### config.mk
export PLATFORM = sky130hd
export DESIGN_NAME = i2c_canvas_poller
export DESIGN_NICKNAME = d
export VERILOG_FILES = /design/src/rtl/i2c_canvas_poller.sv
export SDC_FILE = /design/constraint.sdc
export NUM_CORES = 1
export LEC_CHECK = 0
export CAP_MARGIN = 30
export CORE_UTILIZATION = 55
export CTS_BUF_LIST = sky130_fd_sc_hd__clkbuf_8
export CTS_CLUSTER_SIZE = 30
export DETAILED_ROUTE_END_ITERATION = 8
export PLACE_DENSITY_LB_ADDON = 0.2
export SETUP_SLACK_MARGIN = 0.4
export SKIP_LAST_GASP = 1
export SLEW_MARGIN = 30
export SYNTH_ARGS = -nofsm -noshare
export SYNTH_HDL_FRONTEND = slang
export SYNTH_SLANG_ARGS = --single-unit
### constraint.sdc
create_clock -name clk -period 2.7 [get_ports clk]
set_clock_uncertainty 0.2 [all_clocks]
set_input_delay 0.81 -clock clk [delete_from_list [all_inputs] [get_ports clk]]
set_output_delay 0.81 -clock clk [all_outputs]
set_load 0.02 [all_outputs]
### src/rtl/i2c_canvas_poller.sv
// I2C master that reads the three-byte Tiny Canvas report (x, y, status) per start pulse.
// Optional slave clock stretching is compiled in with `define POLLER_STRETCH_EN.
module i2c_canvas_poller #(
    parameter logic [6:0]  I2C_ADDR = 7'b1100100,
    parameter int unsigned CLK_DIV  = 25
) (
    input  logic       clk,
    input  logic       rst,
    input  logic       start,
    output logic       busy,
    output logic       done,
    output logic       nack_err,
    output logic [7:0] x_out,
    output logic [7:0] y_out,
    output logic [7:0] status_out,
    input  logic       scl_in,
    output logic       scl_oe,
    input  logic       sda_in,
    output logic       sda_oe
);

    typedef enum logic [2:0] {
        S_IDLE, S_START, S_ADDR, S_AACK, S_RDATA, S_MACK, S_STOP
    } state_t;

    localparam logic [7:0] ADDR_BYTE = {I2C_ADDR, 1'b1};
    localparam logic [7:0] CNT_LAST  = 8'(CLK_DIV - 1);

    state_t     r_state;
    logic [7:0] r_cnt;
    logic [1:0] r_phase;
    logic [2:0] r_bit;
    logic [1:0] r_byte;
    logic       r_sample, r_nack;
    logic [7:0] r_shift, r_d0, r_d1;
    logic       r_busy, r_done, r_nack_err, r_scl_oe, r_sda_oe;
    logic [7:0] r_x, r_y, r_s;

    logic       w_stall, w_tick, w_slot_end, w_accept, w_sample_pt;
    state_t     w_nxt_state;
    logic [7:0] w_nxt_cnt;
    logic [1:0] w_nxt_phase;
    logic [2:0] w_nxt_bit;
    logic [1:0] w_nxt_byte;
    logic [1:0] w_drive;

`ifdef POLLER_STRETCH_EN
    // A slave holding SCL low after release freezes the slot at the start of q2.
    assign w_stall = (r_state != S_IDLE) && (r_phase == 2'd2) && (r_cnt == 8'd0) && !scl_in;
`else
    logic w_unused_scl;
    assign w_unused_scl = scl_in;
    assign w_stall      = 1'b0;
`endif

    assign w_tick      = (r_cnt == CNT_LAST) && !w_stall;
    assign w_slot_end  = w_tick && (r_phase == 2'd3);
    assign w_accept    = (r_state == S_IDLE) && start && !r_done;
    assign w_sample_pt = (r_state != S_IDLE) && (r_phase == 2'd3) && (r_cnt == 8'd0);

    // Returns {scl_oe, sda_oe} for a given slot position; 1 means pull low.
    function automatic logic [1:0] bus_drive(input state_t st, input logic [1:0] ph,
                                             input logic [2:0] bi, input logic [1:0] by);
        logic scl_low;
        scl_low = (ph < 2'd2);
        case (st)
            S_START: bus_drive = {1'b0, ph >= 2'd2};
            S_ADDR:  bus_drive = {scl_low, ~ADDR_BYTE[bi]};
            S_AACK:  bus_drive = {scl_low, 1'b0};
            S_RDATA: bus_drive = {scl_low, 1'b0};
            S_MACK:  bus_drive = {scl_low, by != 2'd2};
            S_STOP:  bus_drive = {ph == 2'd0, ph < 2'd2};
            default: bus_drive = 2'b00;
        endcase
    endfunction

    // NOTE: every next-state signal gets a default first so no path leaves it unassigned (no latches).
    always_comb begin
        w_nxt_state = r_state;
        w_nxt_phase = r_phase;
        w_nxt_bit   = r_bit;
        w_nxt_byte  = r_byte;
        w_nxt_cnt   = w_stall ? r_cnt : r_cnt + 8'd1;
        if (r_state == S_IDLE) begin
            w_nxt_cnt   = 8'd0;
            w_nxt_phase = 2'd0;
            if (w_accept) w_nxt_state = S_START;
        end else if (w_tick) begin
            w_nxt_cnt   = 8'd0;
            w_nxt_phase = r_phase + 2'd1;
            if (r_phase == 2'd3) begin
                case (r_state)
                    S_START: begin
                        w_nxt_state = S_ADDR;
                        w_nxt_bit   = 3'd7;
                    end
                    S_ADDR: begin
                        if (r_bit == 3'd0) w_nxt_state = S_AACK;
                        else               w_nxt_bit   = r_bit - 3'd1;
                    end
                    S_AACK: begin
                        w_nxt_state = r_sample ? S_STOP : S_RDATA;
                        w_nxt_bit   = 3'd7;
                        w_nxt_byte  = 2'd0;
                    end
                    S_RDATA: begin
                        if (r_bit == 3'd0) w_nxt_state = S_MACK;
                        else               w_nxt_bit   = r_bit - 3'd1;
                    end
                    S_MACK: begin
                        if (r_byte == 2'd2) begin
                            w_nxt_state = S_STOP;
                        end else begin
                            w_nxt_state = S_RDATA;
                            w_nxt_bit   = 3'd7;
                            w_nxt_byte  = r_byte + 2'd1;
                        end
                    end
                    default: w_nxt_state = S_IDLE;
                endcase
            end
        end
        w_drive = bus_drive(w_nxt_state, w_nxt_phase, w_nxt_bit, w_nxt_byte);
    end

    // NOTE: state is updated with non-blocking assignments so every register sees pre-edge values.
    always_ff @(posedge clk) begin
        if (rst) begin
            r_state    <= S_IDLE;
            r_cnt      <= 8'd0;
            r_phase    <= 2'd0;
            r_bit      <= 3'd0;
            r_byte     <= 2'd0;
            r_sample   <= 1'b0;
            r_nack     <= 1'b0;
            r_shift    <= 8'd0;
            r_d0       <= 8'd0;
            r_d1       <= 8'd0;
            r_busy     <= 1'b0;
            r_done     <= 1'b0;
            r_nack_err <= 1'b0;
            r_scl_oe   <= 1'b0;
            r_sda_oe   <= 1'b0;
            r_x        <= 8'd0;
            r_y        <= 8'd0;
            r_s        <= 8'd0;
        end else begin
            r_state  <= w_nxt_state;
            r_cnt    <= w_nxt_cnt;
            r_phase  <= w_nxt_phase;
            r_bit    <= w_nxt_bit;
            r_byte   <= w_nxt_byte;
            r_scl_oe <= w_drive[1];
            r_sda_oe <= w_drive[0];
            r_busy   <= (w_nxt_state != S_IDLE);
            r_done   <= w_slot_end && (r_state == S_STOP);

            if (w_accept) r_nack <= 1'b0;
            if (w_sample_pt) begin
                r_sample <= sda_in;
                if (r_state == S_RDATA) r_shift <= {r_shift[6:0], sda_in};
            end
            if (w_slot_end && (r_state == S_AACK) && r_sample) r_nack <= 1'b1;
            if (w_slot_end && (r_state == S_MACK)) begin
                if (r_byte == 2'd0) r_d0 <= r_shift;
                if (r_byte == 2'd1) r_d1 <= r_shift;
            end
            // Byte 2 is still in the shifter at STOP; publish all three together.
            if (w_slot_end && (r_state == S_STOP)) begin
                r_nack_err <= r_nack;
                if (!r_nack) begin
                    r_x <= r_d0;
                    r_y <= r_d1;
                    r_s <= r_shift;
                end
            end
        end
    end

    assign busy       = r_busy;
    assign done       = r_done;
    assign nack_err   = r_nack_err;
    assign x_out      = r_x;
    assign y_out      = r_y;
    assign status_out = r_s;
    assign scl_oe     = r_scl_oe;
    assign sda_oe     = r_sda_oe;

endmodule

# Word-level counts from Yosys, hierarchy flattened
# Memories as Yosys holds them, arrays and structs flattened.
# Index checks and enable logic that the tools add are counted.
[word_totals] register_bits=73 elab_cells=97 memories=1 rom_bits=8
[mem_list] name="(name not given)" words=8 word_bits=1 read_ports=1 rd_clocked_by_memory_dff=0 wr=0 line="68" source="S_ADDR: bus_drive = {scl_low, ~ADDR_BYTE[bi]};"
[classes] magnitude_cmp=3 bitwise=2 n_reduce_logical=26 eq_ne=17 n_addsub=4 mux=26
[ops] op="3-bit 2-to-1 mux" n=11
[ops] op="3-bit equality test, second input constant" n=6
[ops] op="2-bit 2-to-1 mux" n=8
[ops] op="3-bit one-hot mux with 5 select lines" n=1
[ops] op="3-bit by 2-bit equality test with 1-bit output, second input constant" n=4
[ops] op="2-bit one-hot mux with 5 select lines" n=1
[ops] op="1-bit logical AND" n=9
[ops] op="3-bit one-hot mux with 3 select lines" n=1
[ops] op="8-bit by 1-bit adder with 8-bit output, second input constant" n=1
[ops] op="8-bit by 5-bit equality test with 1-bit output, second input constant" n=1
[ops] op="8-bit logical NOT" n=1
[ops] op="2-bit AND reduction" n=4
[ops] op="3-bit by 1-bit equality test with 1-bit output, second input constant" n=2
[ops] op="3-bit logical NOT" n=2
[ops] op="3-bit nonzero test" n=2
[ops] op="2-bit OR reduction" n=3
[ops] op="2-bit by 1-bit adder with 2-bit output, second input constant" n=2
[ops] op="2-bit equality test, second input constant" n=2
[ops] op="2-bit logical NOT" n=2
[ops] op="3-bit by 4-bit less-than comparator with 1-bit output, second input constant" n=1
[ops] op="2-bit one-hot mux with 2 select lines" n=1
[ops] op="1-bit 2-to-1 mux" n=3
[ops] op="3-bit OR reduction" n=1
[ops] op="3-bit by 1-bit subtractor with 3-bit output, second input constant" n=1
[ops] op="other kinds (7)" n=8

# Logic depth before layout (Yosys ltp)
[depth] depth_word=10 mapped_depth=9 depth_no_buf=8

# Least setup slack after synthesis
# No wires, ideal clock.
[synth_timing] path_kind="register to register" from="register r_cnt[0]" to="register r_sda_oe (netlist: sda_oe)" setup_slack_ns=0.496 path_stages_with_launch=9 arrival_time_ns=1.881 period_less_slack_ns=2.204 n_path_buf=0 t_required_ns=2.377 path_cell_list="dfxtp_1 inv_1 ha_1 and4bb_4 nand2_4 or4b_4 a221oi_2 mux2i_1 o22ai_1"
[synth_via] elab_chain_len=7 elab_cells_between_ends=23 cone_classes="2 x order compare; 8 x eq/ne; 10 x mux; 1 x bitwise; 1 x reduce/logical; 1 x memory"
[synth_lines] item="from (decl)" line="30" source="logic [7:0] r_cnt;"
[synth_lines] item="from (signal assigned)" line="149" source="r_cnt <= w_nxt_cnt;"
[synth_lines] item="8-bit by 5-bit equality test with 1-bit output *" line="56" source="assign w_tick = (r_cnt == CNT_LAST) && !w_stall;"
[synth_lines] item="3-bit 2-to-1 mux" line="88" source="end else if (w_tick) begin"
[synth_lines] item="3-bit 2-to-1 mux" line="84" source="if (r_state == S_IDLE) begin"
[synth_lines] item="memory 8 x 1 bit"
[synth_lines] item="1-bit 2-to-1 mux (implied by the code)" line="68"
[synth_lines] item="1-bit NOT" line="68"
[synth_lines] item="2-bit one-hot mux with 5 select lines *" line="66" source="case (st)"
[synth_lines] item="to (signal assigned)" line="154" source="r_sda_oe <= w_drive[0];"
[synth_lines] item="to (decl)" line="36" source="logic r_busy, r_done, r_nack_err, r_scl_oe, r_sda_oe;"
# Every way passes the cells marked *; elsewhere a longest branch is shown, timed or not. The select of a mux whose other input is x is not followed.
# A chain may end at the register's enable or synchronous reset.

# Worst setup path in the final report
[layout_timing] from="register r_cnt[1]" to="register r_s[4] (netlist: status_out[4])"
[layout_via] elab_chain_len=4
[layout_lines] item="8-bit by 5-bit equality test with 1-bit output" line="56"
[layout_lines] item="1-bit logical AND" line="57" source="assign w_slot_end = w_tick && (r_phase == 2'd3);"
[layout_lines] item="1-bit logical AND" line="169" source="if (w_slot_end && (r_state == S_STOP)) begin"
[layout_lines] item="2-bit AND reduction (no line)"
[layout_lines] item="to (signal assigned)" line="174" source="r_s <= r_shift;"
[layout_lines] item="to (decl)" line="37" source="logic [7:0] r_x, r_y, r_s;"
# No other way between the ends.

==> flow_summary.toml <==
[worst_setup_path]
cp-end-kind = "flop"
crit_end = "status_out[4]"
rr_endpoint = "status_out[4]"
path_max_fanout = 12
critPathLaunch = "r_cnt[1]"
path_class = "flop to flop"
startpoint_type = "flop"
r2r_setup_slack_ps = 330
required_ps = 2780
cp.arrival_ps = 2450
reg2reg_depth = 10
timing.rr.start = "r_cnt[1]"

[synth]
dominantRegCellSynth = "dfxtp_1"
syn-mean-instance-area_um2 = 8.258
synthCells = 380
synth-edff-count = 0
async_flop_share = 0
syn-cell-area_um2 = 3138
yosys.cell_types.count = 49
ys_ff_latch = 73
synth_nets = 393
ys_warn_count = 0
ys_seq_area_frac = 0.4657

[timing]
tightest_slew_ps = 506.8
setup_tns_ps = 0
fmaxAchievable_ghz = 0.4219
setup_viol = 0
fin_crit_sh = 0.8779
layout_min_cycle_time_ps = 2370
setup_slack_ps = 329.5
rsz0062_at_grt = "yes"
hold_viol_final = 0
slew_headroom = 0.6614
drv_slew = 0

[cells_and_area]
diodes = 0
synthToLayoutAreaGrowth_pct = 32.62
num-fill-cells = 387
drive_above_1_share = 0.2051
fin_nets = 437

[clocking]
htree_levels = 3
cts_root_buf = "clkbuf_8"
cts_buffers = 9
cts_sinks = 73
clk_pin_slew_worst_paths_ps = 80
cts_hold_buffers = 0
clkLatencyLatePin_ps = 340
clock_path_buffers = 2
cts_tree = "built"

[global_routing]
grt_usage = 0.2310
grt_pass1_vias = 2386
grt_overflow = 0
antenna_found_initial = 0
grt_max_degree = 35
grt_pass1_wl_um = 10930

[hold_path]
worstHoldPathCells = 2
hp-class = "flop to flop"

[die]
start_util = 0.5699
core.rowCount = 27
die_height_um = 77.54
die-area_um2 = 6012
core_um2 = 5507
fp.dieW_um = 77.54
io_pins = 34

[drt]
via_count = 2773
drtAntennaViolNets = 0
viasPerCell = 5.535
first_pass_iters = 4
finalWirelength_um = 7153
dr.first_iter.drc_count = 188
drc = 0
drt-wirelength-per-cell_um = 14.28

[power_and_ir_drop]
powerDensity_nw_per_um2 = 526.9
peakVddDrop_mv = 0.3825
p_leak_nw = 1.955

[flow_run]
cap_violations = 0

[run_status]
outcome = "completed"

[place]
dp_hpwl_um = 4287
finalWeightedCongestion = 0.8249
place_ws_ps = 127.9
portBuffers = 32
through the flow:
stage                     area (um^2)  power (mW)  hold WS, ps  utilization  std cells
after floorplan                  3138       1.151        229.7            -        380
after global placement           3517       1.172        237.9       0.6387        471
after detailed placement         3517       1.174        243.9       0.6387        471
after CTS                        3794       2.189        253.2       0.6889        491
after global routing             4161       2.270        266.0       0.7557        501
final                            4161       2.193        248.4       0.7557        501
cells in the mapped netlist (all sizes together), types with 3 or more instances:
master  number  share of area
a21oi       45          0.072
a31oi        5          0.010
buf          6          0.011
clkbuf      16          0.019
dfxtp       73           0.47
ha           8          0.032
inv         13          0.016
mux2i       13          0.043
nand2       75          0.092
nand3       22          0.035
nor2        38          0.047
nor3         7          0.011
nor4         3         0.0060
o21ai        5         0.0080
o22ai        4         0.0080
or3          6          0.012
xnor2        4          0.011
xor2         3         0.0084
logic make-up (layout without fill, tap and decap cells):
kind of cell    count (synthesis)  after routing  share of synthesized area
simple gates                  169            169                     0.2516
compound gates                 75             75                     0.1431
flops                          73             73                     0.4657
buf+inv                        35             84                    0.04545
mux                            13             13                    0.04266
fa+ha+maj                       8              8                    0.03190
xor+xnor                        7              7                    0.01954
report_power, final:
| group | switching [mW] | internal (mW) |
|---|---|---|
| clock network | 0.417 | 0.615 |
| logic | 0.0482 | 0.0285 |
| registers | 0.00418 | 1.08 |
| total | 0.469 | 1.72 |
flip-flops by register name, indices dropped and copies added (netlist names):
name / flops
r_d0: 8
r_nack: 1
scl_oe: 1
busy: 1
x_out: 8
sda_oe: 1
r_cnt: 8
r_byte: 2
r_shift: 8
r_state: 3
y_out: 8
r_bit: 3
r_d1: 8
r_sample: 1
nack_err: 1
r_phase: 2
done: 1
status_out: 8
worst max-delay path: stages, from the launching register on:
cell and delay [ps]:
dfxtp_2 330, inv_2 70, ha_4 140, and4bb_4 300, nand2_4 80, buf_6 130
or3_4 410, nor2_4 240, clkbuf_16 210, nand2_1 60, a21oi_1 130
what timing repair did:
action,in CTS,in global routing
gates resized for setup,11,73
gates cloned,0,2
setup endpoints to repair,19,57
buffers inserted,4,8
pin swaps,6,22
area by class of cell:
type	count	area, um^2	area share
Multi-Input combinational cell	272	1723	0.4140
Sequential cell	73	1471	0.3536
Clock inverter	7	118.9	0.02856
Clock buffer	9	123.9	0.02977
Inverter	13	48.80	0.01173
Timing Repair Buffer	55	585.6	0.1407
Tap cell	72	90.09	0.02165
placed cells by master, fill, tap and decap left out, types with 3 or more instances in the layout:
cell type and instances:
nor2_1 36, nand2_4 8, nor4_1 3, a21oi_1 35, xnor2_1 4, nand2_1 64
clkdlybuf4s50_1 5, o21ai_0 5, dfxtp_1 65, clkbuf_8 9, or3_1 5, a21oi_2 10
buf_4 18, a31oi_1 5, nor3_1 6, bufinv_16 3, mux2i_1 12, nand2_2 3
dlygate4sd2_1 6, dlymetal6s2s_1 20, ha_1 6, nand3_1 21, inv_1 12, dfxtp_2 8
xor2_1 3, o22ai_1 4
metal layers:
metal | track usage | wire length [um] | up-vias
li1 | - | - | 1388
met1 | 0.3176 | 3309 | 1301
met2 | 0.3602 | 3400 | 72
met3 | 0.03529 | 293 | 12
met4 | 0.09623 | 149 | 0
met5 | 0 | 0 | -
worst min path at each step:
stage / end / slack, ps / startpoint
2_1_floorplan: r_cnt[0] / 230 / r_cnt[0]
3_3_place_gp: y_out[2] / 240 / y_out[2]
3_5_place_dp: y_out[5] / 240 / y_out[5]
4_1_cts: y_out[5] / 250 / y_out[5]
5_1_grt: y_out[2] / 270 / y_out[2]
6_report: y_out[3] / 250 / y_out[3]
Note: power is estimated with default switching activity, not from simulation.
==> patch: new RTL, same settings <==
Register the output `status_out` once more; this adds one clock of latency there. The other outputs are not delayed to match.
--- a/src/rtl/i2c_canvas_poller.sv
+++ b/src/rtl/i2c_canvas_poller.sv
@@ -183,5 +183,7 @@
     assign x_out      = r_x;
     assign y_out      = r_y;
-    assign status_out = r_s;
+    always_ff @(posedge clk) begin
+        status_out <= r_s;
+    end
     assign scl_oe     = r_scl_oe;
     assign sda_oe     = r_sda_oe;
Function: no difference found for any inputs over 10 cycles, from zero or initial values and one cycle with rst high; that may be too few to reach the edited logic, so the function may still have changed.
==> patch against the original RTL <==
Sequential power increased by 11%; design area increased by 2.6%; worst setup slack improved by 41 ps; synthesized area increased by 9.0%; sequential cell count increased by 8; maximum frequency increased by 1.7%; wire length decreased by 6.0%; total power decreased by 4.1%.
==> patch: results <==
set metrics [dict create \
    status "complete, no violations" \
    grt_pass1_wl_mm 10.6 \
    p_leak_nw 1.72 \
    initialDrtViolationCount 119 \
    avgViaCountPerCell 5.24 \
    hold_ws_ps 166 \
    seq_area_frac_synth_pct 47.4 \
    dp_slack_ps 206 \
    cp_max_fo 6 \
    syn_nets 392 \
    dp_cells 474 \
    layout-drive-gt1-share_pct 26.2 \
    ys_top_cells_by_count "dfxtp_1 (81), nand2_1 (68), nor2_1 (32)" \
    hold_end "status_out[0]$_DFF_P_" \
    rrSetupSlack_ps 370 \
    fin_crit_ps 2330 \
    place_area_sq_mm 0.00380 \
    grt_pass1_vias 2425 \
    nets 436 \
    power_switching_uw 512 \
    final-instance-count-excl-fill 503 \
    ir_drop_mv 0.367 \
    grt_max_degree 37 \
    cpPeakStageDelay_ps 570 \
    synth_area_leaders "dfxtp_1 (47%), nand2_1 (7.5%), a21oi_1 (4.1%), a21oi_2 (4.1%), nand2_2 (3.7%)" \
    worst_skew_pair.late_latency_ps 360 \
    slew_headroom_pct 72.1 \
    wl_per_cell_um 13.4 \
    r2r-end "sda_oe$_SDFF_PP0_" \
    track_usage_pct 21.4 \
    slowest_stage "or4_4" \
    worstHoldStart "r_s[0]$_SDFFE_PP0P_" \
    syn_area_per_cell_sq_um 9.02 \
    hold_depth 0 \
    r2r.worst_path.cells 7 \
    ys_types 51 \
]
==> patch: power groups by stage <==
stage / Sequential (mW) / Combinational (mW) / Clock [mW]
3_5_place_dp: 1.23 / 0.0618 / 0
3_3_place_gp: 1.23 / 0.0605 / 0
2_1_floorplan: 1.23 / 0.0440 / 0
5_1_grt: 1.20 / 0.0761 / 0.913
4_1_cts: 1.20 / 0.0646 / 0.854
6_report: 1.20 / 0.0692 / 0.830
==> patch: per-layer routing <==
layer  track usage (%)  wire length (um)  up-vias
li1                  -                 -     1367
met4              12.0               121        0
met2              37.7              3380       37
met1              23.8              3050     1221
met5                 0                 0        -
met3              4.61               180       11
==> patch: cell type report <==
class,count,area [sq um]
tap,75,93.8
timing repair buffer,54,546
fill,456,1690
sequential,81,1640
clock inverter,6,50.0
inverter,8,30.0
clock buffer,10,138
multi-input combinational,269,1770
==> patch: worst max-delay path: cells and delay by family (launching register included) <==
family | cells | cell delay, ps
AO/OA/AOI/OAI | 4 | 460
flip-flops | 1 | 370
AND/OR/NAND/NOR | 3 | 1200
==> patch: timing repair <==
action                     4_1_cts  5_1_grt
gates cloned                     0        3
gates resized for setup         29       31
hold buffers                     0        0
setup buffers                    1        9
setup endpoints to repair       45       41
pin swaps                        2       20
==> patch: cell families after synthesis <==
| logic type | count (synthesis) | share of synthesized area, % |
|---|---|---|
| XOR/XNOR | 9 | 2.30 |
| adder cells (fa/ha/maj) | 8 | 2.93 |
| AND/OR/NAND/NOR | 170 | 25.0 |
| multiplexers | 14 | 4.17 |
| buffers and inverters | 29 | 4.87 |
| AO/OA/AOI/OAI | 68 | 13.3 |
| flip-flops | 81 | 47.4 |
